File: config.mk
export PLATFORM = sky130hd
export DESIGN_NAME = aes_state_display_seq
export DESIGN_NICKNAME = d
export VERILOG_FILES = /design/src/rtl/aes_state_display_seq_pkg.sv /design/src/rtl/aes_state_display_seq_hex_to_7seg.sv /design/src/rtl/binaryToSevenSegment.sv /design/src/rtl/aes_state_display_seq.sv
export SDC_FILE = /design/constraint.sdc
export NUM_CORES = 1
export LEC_CHECK = 0
export BUFFER_PORTS_ARGS = -buffer_cell sky130_fd_sc_hd__buf_4
export CORE_AREA = 2 2 135 137
export DETAILED_ROUTE_END_ITERATION = 8
export DIE_AREA = 0 0 137 139
export PLACE_DENSITY = 0.78
export SYNTH_ARGS = -nofsm -noshare
export SYNTH_HDL_FRONTEND = slang
export SYNTH_SLANG_ARGS = --single-unit
File: constraint.sdc
create_clock -name clk -period 6.4 [get_ports clk]
set_input_delay 0.96 -clock clk [delete_from_list [all_inputs] [get_ports clk]]
set_output_delay 0.96 -clock clk [all_outputs]
set_load 0.03 [all_outputs]
File: src/rtl/aes_state_display_seq_pkg.sv
// ============================================================================
// Module : aes_state_display_seq_pkg
// Brief  : Shared display constants, FSM encoding and byte/segment helpers.
// Rev    : 1.0
// ============================================================================
`default_nettype none

package aes_state_display_seq_pkg;

  // Active-low segment patterns, bit order {g,f,e,d,c,b,a}
  localparam logic [6:0] SEG_BLANK = 7'h7F;
  localparam logic [6:0] SEG_0 = 7'h40;
  localparam logic [6:0] SEG_1 = 7'h79;
  localparam logic [6:0] SEG_2 = 7'h24;
  localparam logic [6:0] SEG_3 = 7'h30;
  localparam logic [6:0] SEG_4 = 7'h19;
  localparam logic [6:0] SEG_5 = 7'h12;
  localparam logic [6:0] SEG_6 = 7'h02;
  localparam logic [6:0] SEG_7 = 7'h78;
  localparam logic [6:0] SEG_8 = 7'h00;
  localparam logic [6:0] SEG_9 = 7'h10;
  localparam logic [6:0] SEG_A = 7'h08;
  localparam logic [6:0] SEG_B = 7'h03;
  localparam logic [6:0] SEG_C = 7'h46;
  localparam logic [6:0] SEG_D = 7'h21;
  localparam logic [6:0] SEG_E = 7'h06;
  localparam logic [6:0] SEG_F = 7'h0E;

  typedef enum logic [1:0] {
    ST_IDLE   = 2'd0,
    ST_SHOW   = 2'd1,
    ST_FINISH = 2'd2
  } state_e;

  function automatic logic [6:0] hex_seg(input logic [3:0] v);
    logic [6:0] s;
    case (v)
      4'h0: s = SEG_0;
      4'h1: s = SEG_1;
      4'h2: s = SEG_2;
      4'h3: s = SEG_3;
      4'h4: s = SEG_4;
      4'h5: s = SEG_5;
      4'h6: s = SEG_6;
      4'h7: s = SEG_7;
      4'h8: s = SEG_8;
      4'h9: s = SEG_9;
      4'hA: s = SEG_A;
      4'hB: s = SEG_B;
      4'hC: s = SEG_C;
      4'hD: s = SEG_D;
      4'hE: s = SEG_E;
      default: s = SEG_F;
    endcase
    return s;
  endfunction

  // Byte 0 is the most significant byte; ~i equals 15-i for a 4-bit index
  function automatic logic [7:0] state_byte(input logic [127:0] s, input logic [3:0] i);
    return s[{~i, 3'b000} +: 8];
  endfunction

endpackage

`default_nettype wire

File: src/rtl/aes_state_display_seq_hex_to_7seg.sv
// ============================================================================
// Module : hex_to_7seg
// Brief  : 4-bit value to active-low 7-segment hex digit (0-9, A, b, C, d, E, F).
// Rev    : 1.0
// ============================================================================
`default_nettype none

module hex_to_7seg
  import aes_state_display_seq_pkg::*;
(
  input  logic [3:0] hex_i,
  output logic [6:0] seg_o
);

  assign seg_o = hex_seg(hex_i);

endmodule

`default_nettype wire

File: src/rtl/binaryToSevenSegment.sv
// ============================================================================
// Module : binaryToSevenSegment
// Brief  : 8-bit binary to three active-low decimal 7-segment digits.
// Rev    : 1.0
// ============================================================================
`default_nettype none

module binaryToSevenSegment
  import aes_state_display_seq_pkg::*;
(
  input  logic [7:0] bin_i,
  output logic [6:0] seg_hundreds_o,
  output logic [6:0] seg_tens_o,
  output logic [6:0] seg_ones_o
);

  logic [3:0] hundreds;
  logic [3:0] tens;
  logic [3:0] ones;

  assign hundreds = 4'(bin_i / 8'd100);
  assign tens     = 4'((bin_i / 8'd10) % 8'd10);
  assign ones     = 4'(bin_i % 8'd10);

  assign seg_hundreds_o = hex_seg(hundreds);
  assign seg_tens_o     = hex_seg(tens);
  assign seg_ones_o     = hex_seg(ones);

endmodule

`default_nettype wire

File: src/rtl/aes_state_display_seq.sv
// ============================================================================
// Module : aes_state_display_seq
// Brief  : Steps a captured 128-bit AES state byte-by-byte onto 7-seg displays.
// Rev    : 1.0
// ============================================================================
`default_nettype none

module aes_state_display_seq
  import aes_state_display_seq_pkg::*;
#(
  parameter int unsigned DWELL_CYCLES = 50000000,
  parameter int unsigned CNT_W        = 26
) (
  input  logic         clk,
  input  logic         rst_n,
  input  logic         start,
  input  logic [127:0] state_in,
  input  logic         pause,
  input  logic         step,
  output logic         busy,
  output logic         done,
  output logic [3:0]   byte_idx,
  output logic [7:0]   byte_val,
  output logic [6:0]   seg_hundreds,
  output logic [6:0]   seg_tens,
  output logic [6:0]   seg_ones,
  output logic [6:0]   seg_idx
);

  localparam logic [CNT_W-1:0] DWELL_LAST = CNT_W'(DWELL_CYCLES - 1);

  state_e             state_q,  state_d;
  logic [CNT_W-1:0]   cnt_q,    cnt_d;
  logic [3:0]         idx_q,    idx_d;
  logic [7:0]         val_q,    val_d;
  logic [127:0]       shadow_q, shadow_d;
  logic               advance;
  logic [6:0]         conv_h, conv_t, conv_o, conv_idx;
  logic               show;

  always_ff @(posedge clk or negedge rst_n) begin
    if (!rst_n) begin
      state_q  <= ST_IDLE;
      cnt_q    <= '0;
      idx_q    <= '0;
      val_q    <= '0;
      shadow_q <= '0;
    end else begin
      state_q  <= state_d;
      cnt_q    <= cnt_d;
      idx_q    <= idx_d;
      val_q    <= val_d;
      shadow_q <= shadow_d;
    end
  end

  // A step and a dwell expiry in the same cycle collapse into one advance
  assign advance = step || (!pause && (cnt_q == DWELL_LAST));

  always_comb begin
    state_d  = state_q;
    cnt_d    = cnt_q;
    idx_d    = idx_q;
    val_d    = val_q;
    shadow_d = shadow_q;
    case (state_q)
      ST_IDLE: begin
        if (start) begin
          shadow_d = state_in;
          idx_d    = 4'd0;
          val_d    = state_byte(state_in, 4'd0);
          cnt_d    = '0;
          state_d  = ST_SHOW;
        end
      end
      ST_SHOW: begin
        if (advance) begin
          cnt_d = '0;
          if (idx_q == 4'hF) begin
            state_d = ST_FINISH;
          end else begin
            idx_d = idx_q + 4'd1;
            val_d = state_byte(shadow_q, idx_q + 4'd1);
          end
        end else if (!pause) begin
          cnt_d = cnt_q + 1'b1;
        end
      end
      ST_FINISH: state_d = ST_IDLE;
      default:   state_d = ST_IDLE;
    endcase
  end

  binaryToSevenSegment u_dec (
    .bin_i          (val_q),
    .seg_hundreds_o (conv_h),
    .seg_tens_o     (conv_t),
    .seg_ones_o     (conv_o)
  );

  hex_to_7seg u_idx (
    .hex_i (idx_q),
    .seg_o (conv_idx)
  );

  // FINISH keeps the last byte on screen for its single cycle
  assign show         = (state_q != ST_IDLE);
  assign busy         = (state_q == ST_SHOW);
  assign done         = (state_q == ST_FINISH);
  assign byte_idx     = idx_q;
  assign byte_val     = val_q;
  assign seg_hundreds = show ? conv_h   : SEG_BLANK;
  assign seg_tens     = show ? conv_t   : SEG_BLANK;
  assign seg_ones     = show ? conv_o   : SEG_BLANK;
  assign seg_idx      = show ? conv_idx : SEG_BLANK;

endmodule

`default_nettype wire

==> results.cfg, run 1 <==
[min_path]
hold_class = register to register

[setup_path]
crit_required_ps = 5440
crit_type = register to output pin
reg2reg_slack_ps = 2880
crit_fanout = 25
crit_arrival_ps = 5010
endpoint_kind = output pin
crit_path_start_kind = register

[grt]
grt_max_degree = 116
gr-total-overflow = 0
groute.usage.overall_pct = 24.82
antenna_found_initial = 1
grt_pass1_wl_um = 37210
grt_pass1_vias = 7301

[cells_and_area]
layout_commonest_cell = buf_4
final_cell_mix = 181 x buf_4, 167 x dfrtp_1, 132 x mux2_2, 51 x nor2_1, 45 x nand2_1
area_growth_pct = 21.35
drive_gt1_share_pct = 42.92
stdcell_area_um2 = 11560
nNetsFinal = 1112

[clock_network]
ctsRootBufferMaster = clkbuf_16
cts.reportedPaths.clkPinSlew_ps = 70
cts_setup_buffers = 0
cts_sinks = 168
cts_buffers = 17
htreeDepth = 4
clk_path_buf_depth = 2
cts_resized = 0
clk_latency_ps = 430
cts_tree = done
hold_buffers = 0

[timing]
tns_ps = 0
tightestPinTransition_ps = 1151
setup_violations = 0
fin_crit_ps = 5974
max_freq_mhz = 167.4
setup_slack_ps = 425.9
finClkSkew_ps = 13.56
hold_violations = 0
slew_violations = 0
fin_crit_sh_pct = 93.35
rsz0062_at_grt = no
slew_headroom_pct = 23.27

[floorplan]
io_pins = 175
die_w_um = 137
core_um2 = 17660
fp.dieArea_um2 = 19040
initial_core_util_pct = 53.93
die_y_um = 139
rows = 49

[route]
wire_per_inst_um = 18.75
first_pass_iters = 6
drtIter0Drc = 519
ant_nets = 0
routed-via-count = 7063
vias_per_cell = 5.901
wl_um = 22440
drc_errors = 0

[placement]
place_ws_ps = 921.4
placed_area_um2 = 10930
portBuffers = 174
post-dp-hpwl_um = 16070
globalplace.congestion = 0.8527

[synthesis]
ys_async_sr_fraction_pct = 100.0
synth_nets = 962
synth-seq-area-share_pct = 44.15
ys.warnings.count = 0
synth_seq_cells = 168
synthCells = 804
yosys_most_used_dff = dfrtp_1
synth-edff-count = 0
syn_area_um2 = 9523
yosysUniqueCellTypes = 80
avgSynthCellArea_um2 = 11.84

[job]
cap_violations = 0

[outcome]
status = complete, no violations
flip-flops by register name, indices dropped and copies added (netlist names):
name / count
shadow_q: 128
state_q: 2
cnt_q: 26
byte_idx: 4
byte_val: 8
cell usage after synthesis (7+ instances only):
cell	number	area, µm²
nand2b_1	8	50.05
o21ai_0	29	145.1
a31oi_1	9	56.30
nand2_1	45	168.9
mux2_2	132	1486
a21oi_1	24	120.1
and3_1	9	56.30
mux4_2	36	810.8
xor2_1	19	166.4
dfrtp_1	168	4204
mux2i_1	14	140.1
clkbuf_1	29	108.9
nand3_1	21	105.1
ha_1	25	312.8
and2_1	7	43.79
or3_1	8	50.05
nor3_1	8	40.04
inv_1	16	60.06
nor2_1	51	191.4
logic make-up (layout without fill, tap and decap cells):
family / after synthesis / count (layout) / share of synthesized area, %
other: 0 / 1 / 0
and+or+nand+nor: 192 / 192 / 10.21
DFF: 168 / 168 / 44.15
AOI/OAI and AO/OA: 137 / 137 / 10.21
xor gates and xnor gates: 27 / 27 / 2.641
muxes: 183 / 183 / 25.87
adders and majority gates: 26 / 26 / 3.390
buffers and inverters: 71 / 234 / 3.534
final timing paths:
check,cells after the start,from,endpoint
min in group asynchronous,1,rst_n,cnt_q[2]$_DFFE_PN0P_
worst max-delay path,18,byte_val[5]$_DFFE_PN0P_,seg_tens[3]
max in group asynchronous,2,rst_n,shadow_q[107]$_DFFE_PN0P_
worst min register to register,1,shadow_q[102]$_DFFE_PN0P_,shadow_q[102]$_DFFE_PN0P_
worst min-delay path,1,shadow_q[102]$_DFFE_PN0P_,shadow_q[102]$_DFFE_PN0P_
worst max register to register,5,state_q[0]$_DFFE_PN0P_,shadow_q[90]$_DFFE_PN0P_
area by class of cell:
| type | instances | area, µm² |
|---|---|---|
| fill | 1414 | 6101 |
| multi-input combinational | 565 | 4992 |
| sequential | 168 | 4205 |
| timing repair buffer | 182 | 1370 |
| clock buffer | 20 | 456.7 |
| tap | 229 | 286.5 |
| clock inverter | 12 | 162.7 |
| inverter | 20 | 80.08 |
| antenna | 1 | 2.502 |
layer usage:
metal  global-route usage, %  part of all wire [%]  wire length, µm  up-vias
met2                   39.96                    49            10910      230
met4                   8.302                   2.5              553        0
met5                       0                     0                0        -
li1                        -                     -                -     3265
met1                   31.63                    41             9171     3533
met3                   8.077                   8.0             1805       35
per-stage QoR:
stage	utilization (%)	hold WS [ps]	instances
floorplan	-	465.7	804
global placement	61.93	482.3	1164
detailed placement	61.93	491.7	1164
CTS	65.43	506.5	1196
global route	65.45	512.8	1197
finish	65.45	503.1	1197
critical path, stage by stage, from the launching register on:
cell and delay [ps]:
dfrtp_1 330, buf_4 260, inv_1 140, ha_1 400, and4b_1 270, a211oi_4 270, nand3_2 240, ha_1 340
o21ai_0 90, nand2b_1 140, a21boi_0 380, a31oi_2 100, o211a_1 240, a21oi_2 250, inv_1 130, ha_1 250
mux4_2 450, nand2b_1 150, buf_4 170
Power of run 1 is left out: the tool's default activity adds up to more than one toggle a clock period on the data nets, which glitch-free logic cannot reach.
==> inputs of run 2 (changes only) <==
--- a/config.mk
+++ b/config.mk
@@ -6,10 +6,10 @@
 export NUM_CORES = 1
 export LEC_CHECK = 0
 export BUFFER_PORTS_ARGS = -buffer_cell sky130_fd_sc_hd__buf_4
-export CORE_AREA = 2 2 135 137
+export CORE_AREA = 2 2 246 151
 export DETAILED_ROUTE_END_ITERATION = 8
-export DIE_AREA = 0 0 137 139
-export PLACE_DENSITY = 0.78
+export DIE_AREA = 0 0 248 153
+export PLACE_DENSITY = 0.55
 export SYNTH_ARGS = -nofsm -noshare
 export SYNTH_HDL_FRONTEND = slang
 export SYNTH_SLANG_ARGS = --single-unit
==> run 2 against run 1 <==
Effect of this change: sequential share of layout area down 0.87 points; via count down 2.5%; wire length up 19%; hold slack worse by 72 ps; critical path type unchanged.
==> results.cfg, run 2 (synthesized netlist as in run 1, its figures left out) <==
[floorplan]
core_um2 = 35740
die_w_um = 248
die_y_um = 153
rows = 54
initial_core_util_pct = 26.64
io_pins = 175
fp.dieArea_um2 = 37940

[cells_and_area]
top_register = shadow_q
area_growth_pct = 24.37
largest_reg_flops = 128
nNetsFinal = 1114
drive_gt1_share_pct = 43.55
final_cell_mix = 183 x buf_4, 166 x dfrtp_1, 132 x mux2_2, 50 x nor2_1, 45 x nand2_1
layout_commonest_cell = buf_4

[setup_path]
crit_path_start_kind = register
endpoint_kind = output pin
crit_type = register to output pin
crit_arrival_ps = 4850
crit_fanout = 18
crit_required_ps = 5440

[timing]
tns_ps = 0
rsz0062_at_grt = no
holdWs_ps = 431.1
fin_crit_sh_pct = 90.84
slew_headroom_pct = 40.16
fin_crit_ps = 5814
setup_violations = 0
max_freq_mhz = 172.0
finClkSkew_ps = 11.71
slew_violations = 0
tightestPinTransition_ps = 896.7
hold_violations = 0

[placement]
portBuffers = 174
post-dp-hpwl_um = 19330
globalplace.congestion = 0.8313

[grt]
grt_max_degree = 66
grt_pass1_vias = 7184
grt_pass1_wl_um = 42060
antenna_found_initial = 1
groute.usage.overall_pct = 14.58
gr-total-overflow = 0

[clock_network]
cts.reportedPaths.clkPinSlew_ps = 60
cts_sinks = 168
clk_latency_ps = 440
htreeDepth = 4
clk_path_buf_depth = 2
cts_tree = done
cts_buffers = 17
cts_setup_buffers = 0
ctsRootBufferMaster = clkbuf_16
hold_buffers = 0
cts_resized = 0

[route]
wl_um = 26680
wire_per_inst_um = 18.45
routed-via-count = 6883
ant_nets = 0
first_pass_iters = 4
vias_per_cell = 4.760
drtIter0Drc = 377
drc_errors = 0

[min_path]
hold_class = primary input to async pin

[job]
cap_violations = 0

[outcome]
status = complete, no violations
[run 2: metrics by stage]
step | worst slack (ps) | std cells | area (µm²) | utilization (%)
2_1_floorplan | 1061 | 804 | 9523 | -
3_3_place_gp | 1035 | 1413 | 11270 | 31.52
3_5_place_dp | 906.8 | 1413 | 11270 | 31.52
4_1_cts | 412.1 | 1445 | 11840 | 33.13
5_1_grt | 148.2 | 1445 | 11840 | 33.13
6_report | 586.1 | 1446 | 11840 | 33.14
[run 2: critical path, stage by stage (launching register included)]
cell and delay [ps]:
dfrtp_2 530, inv_1 230, ha_1 290, a21oi_2 130
a211oi_4 370, nand3_2 240, ha_1 340, o21ai_0 80
nand2b_1 130, a21boi_0 350, a31oi_2 90, o211a_1 230
a21oi_2 230, inv_1 120, ha_1 260, mux4_2 470
nand2b_1 160, buf_4 180
[run 2: layout make-up]
class / instances / area [µm²]
diodes: 1 / 2.502
clock buffers: 19 / 452.9
clock inverters: 13 / 120.1
fillers: 3550 / 23900
inverters: 20 / 80.08
multi-input cells: 565 / 5001
flip-flops and latches: 168 / 4207
well taps: 476 / 595.6
repair buffers: 184 / 1385
[run 2: worst paths after layout]
| check | from | to | slack, ps | cells after the start |
|---|---|---|---|---|
| min in group clk | shadow_q[11]$_DFFE_PN0P_ | shadow_q[11]$_DFFE_PN0P_ | 500 | 1 |
| worst max-delay path | byte_val[6]$_DFFE_PN0P_ | seg_tens[3] | 590 | 17 |
| worst min-delay path | rst_n | shadow_q[77]$_DFFE_PN0P_ | 430 | 1 |
| worst min register to register | shadow_q[11]$_DFFE_PN0P_ | shadow_q[11]$_DFFE_PN0P_ | 500 | 1 |
| worst max register to register | cnt_q[0]$_DFFE_PN0P_ | byte_idx[2]$_DFFE_PN0P_ | 2730 | 11 |
| max in group asynchronous | rst_n | byte_val[6]$_DFFE_PN0P_ | 4700 | 2 |
[run 2: routing by layer]
metal,share of wire (%),GRT usage [%]
met1,49,20.75
met2,44,21.08
met3,5.5,4.267
met4,2.2,4.733
met5,0.060,0
Power of run 2 is left out for the same reason.
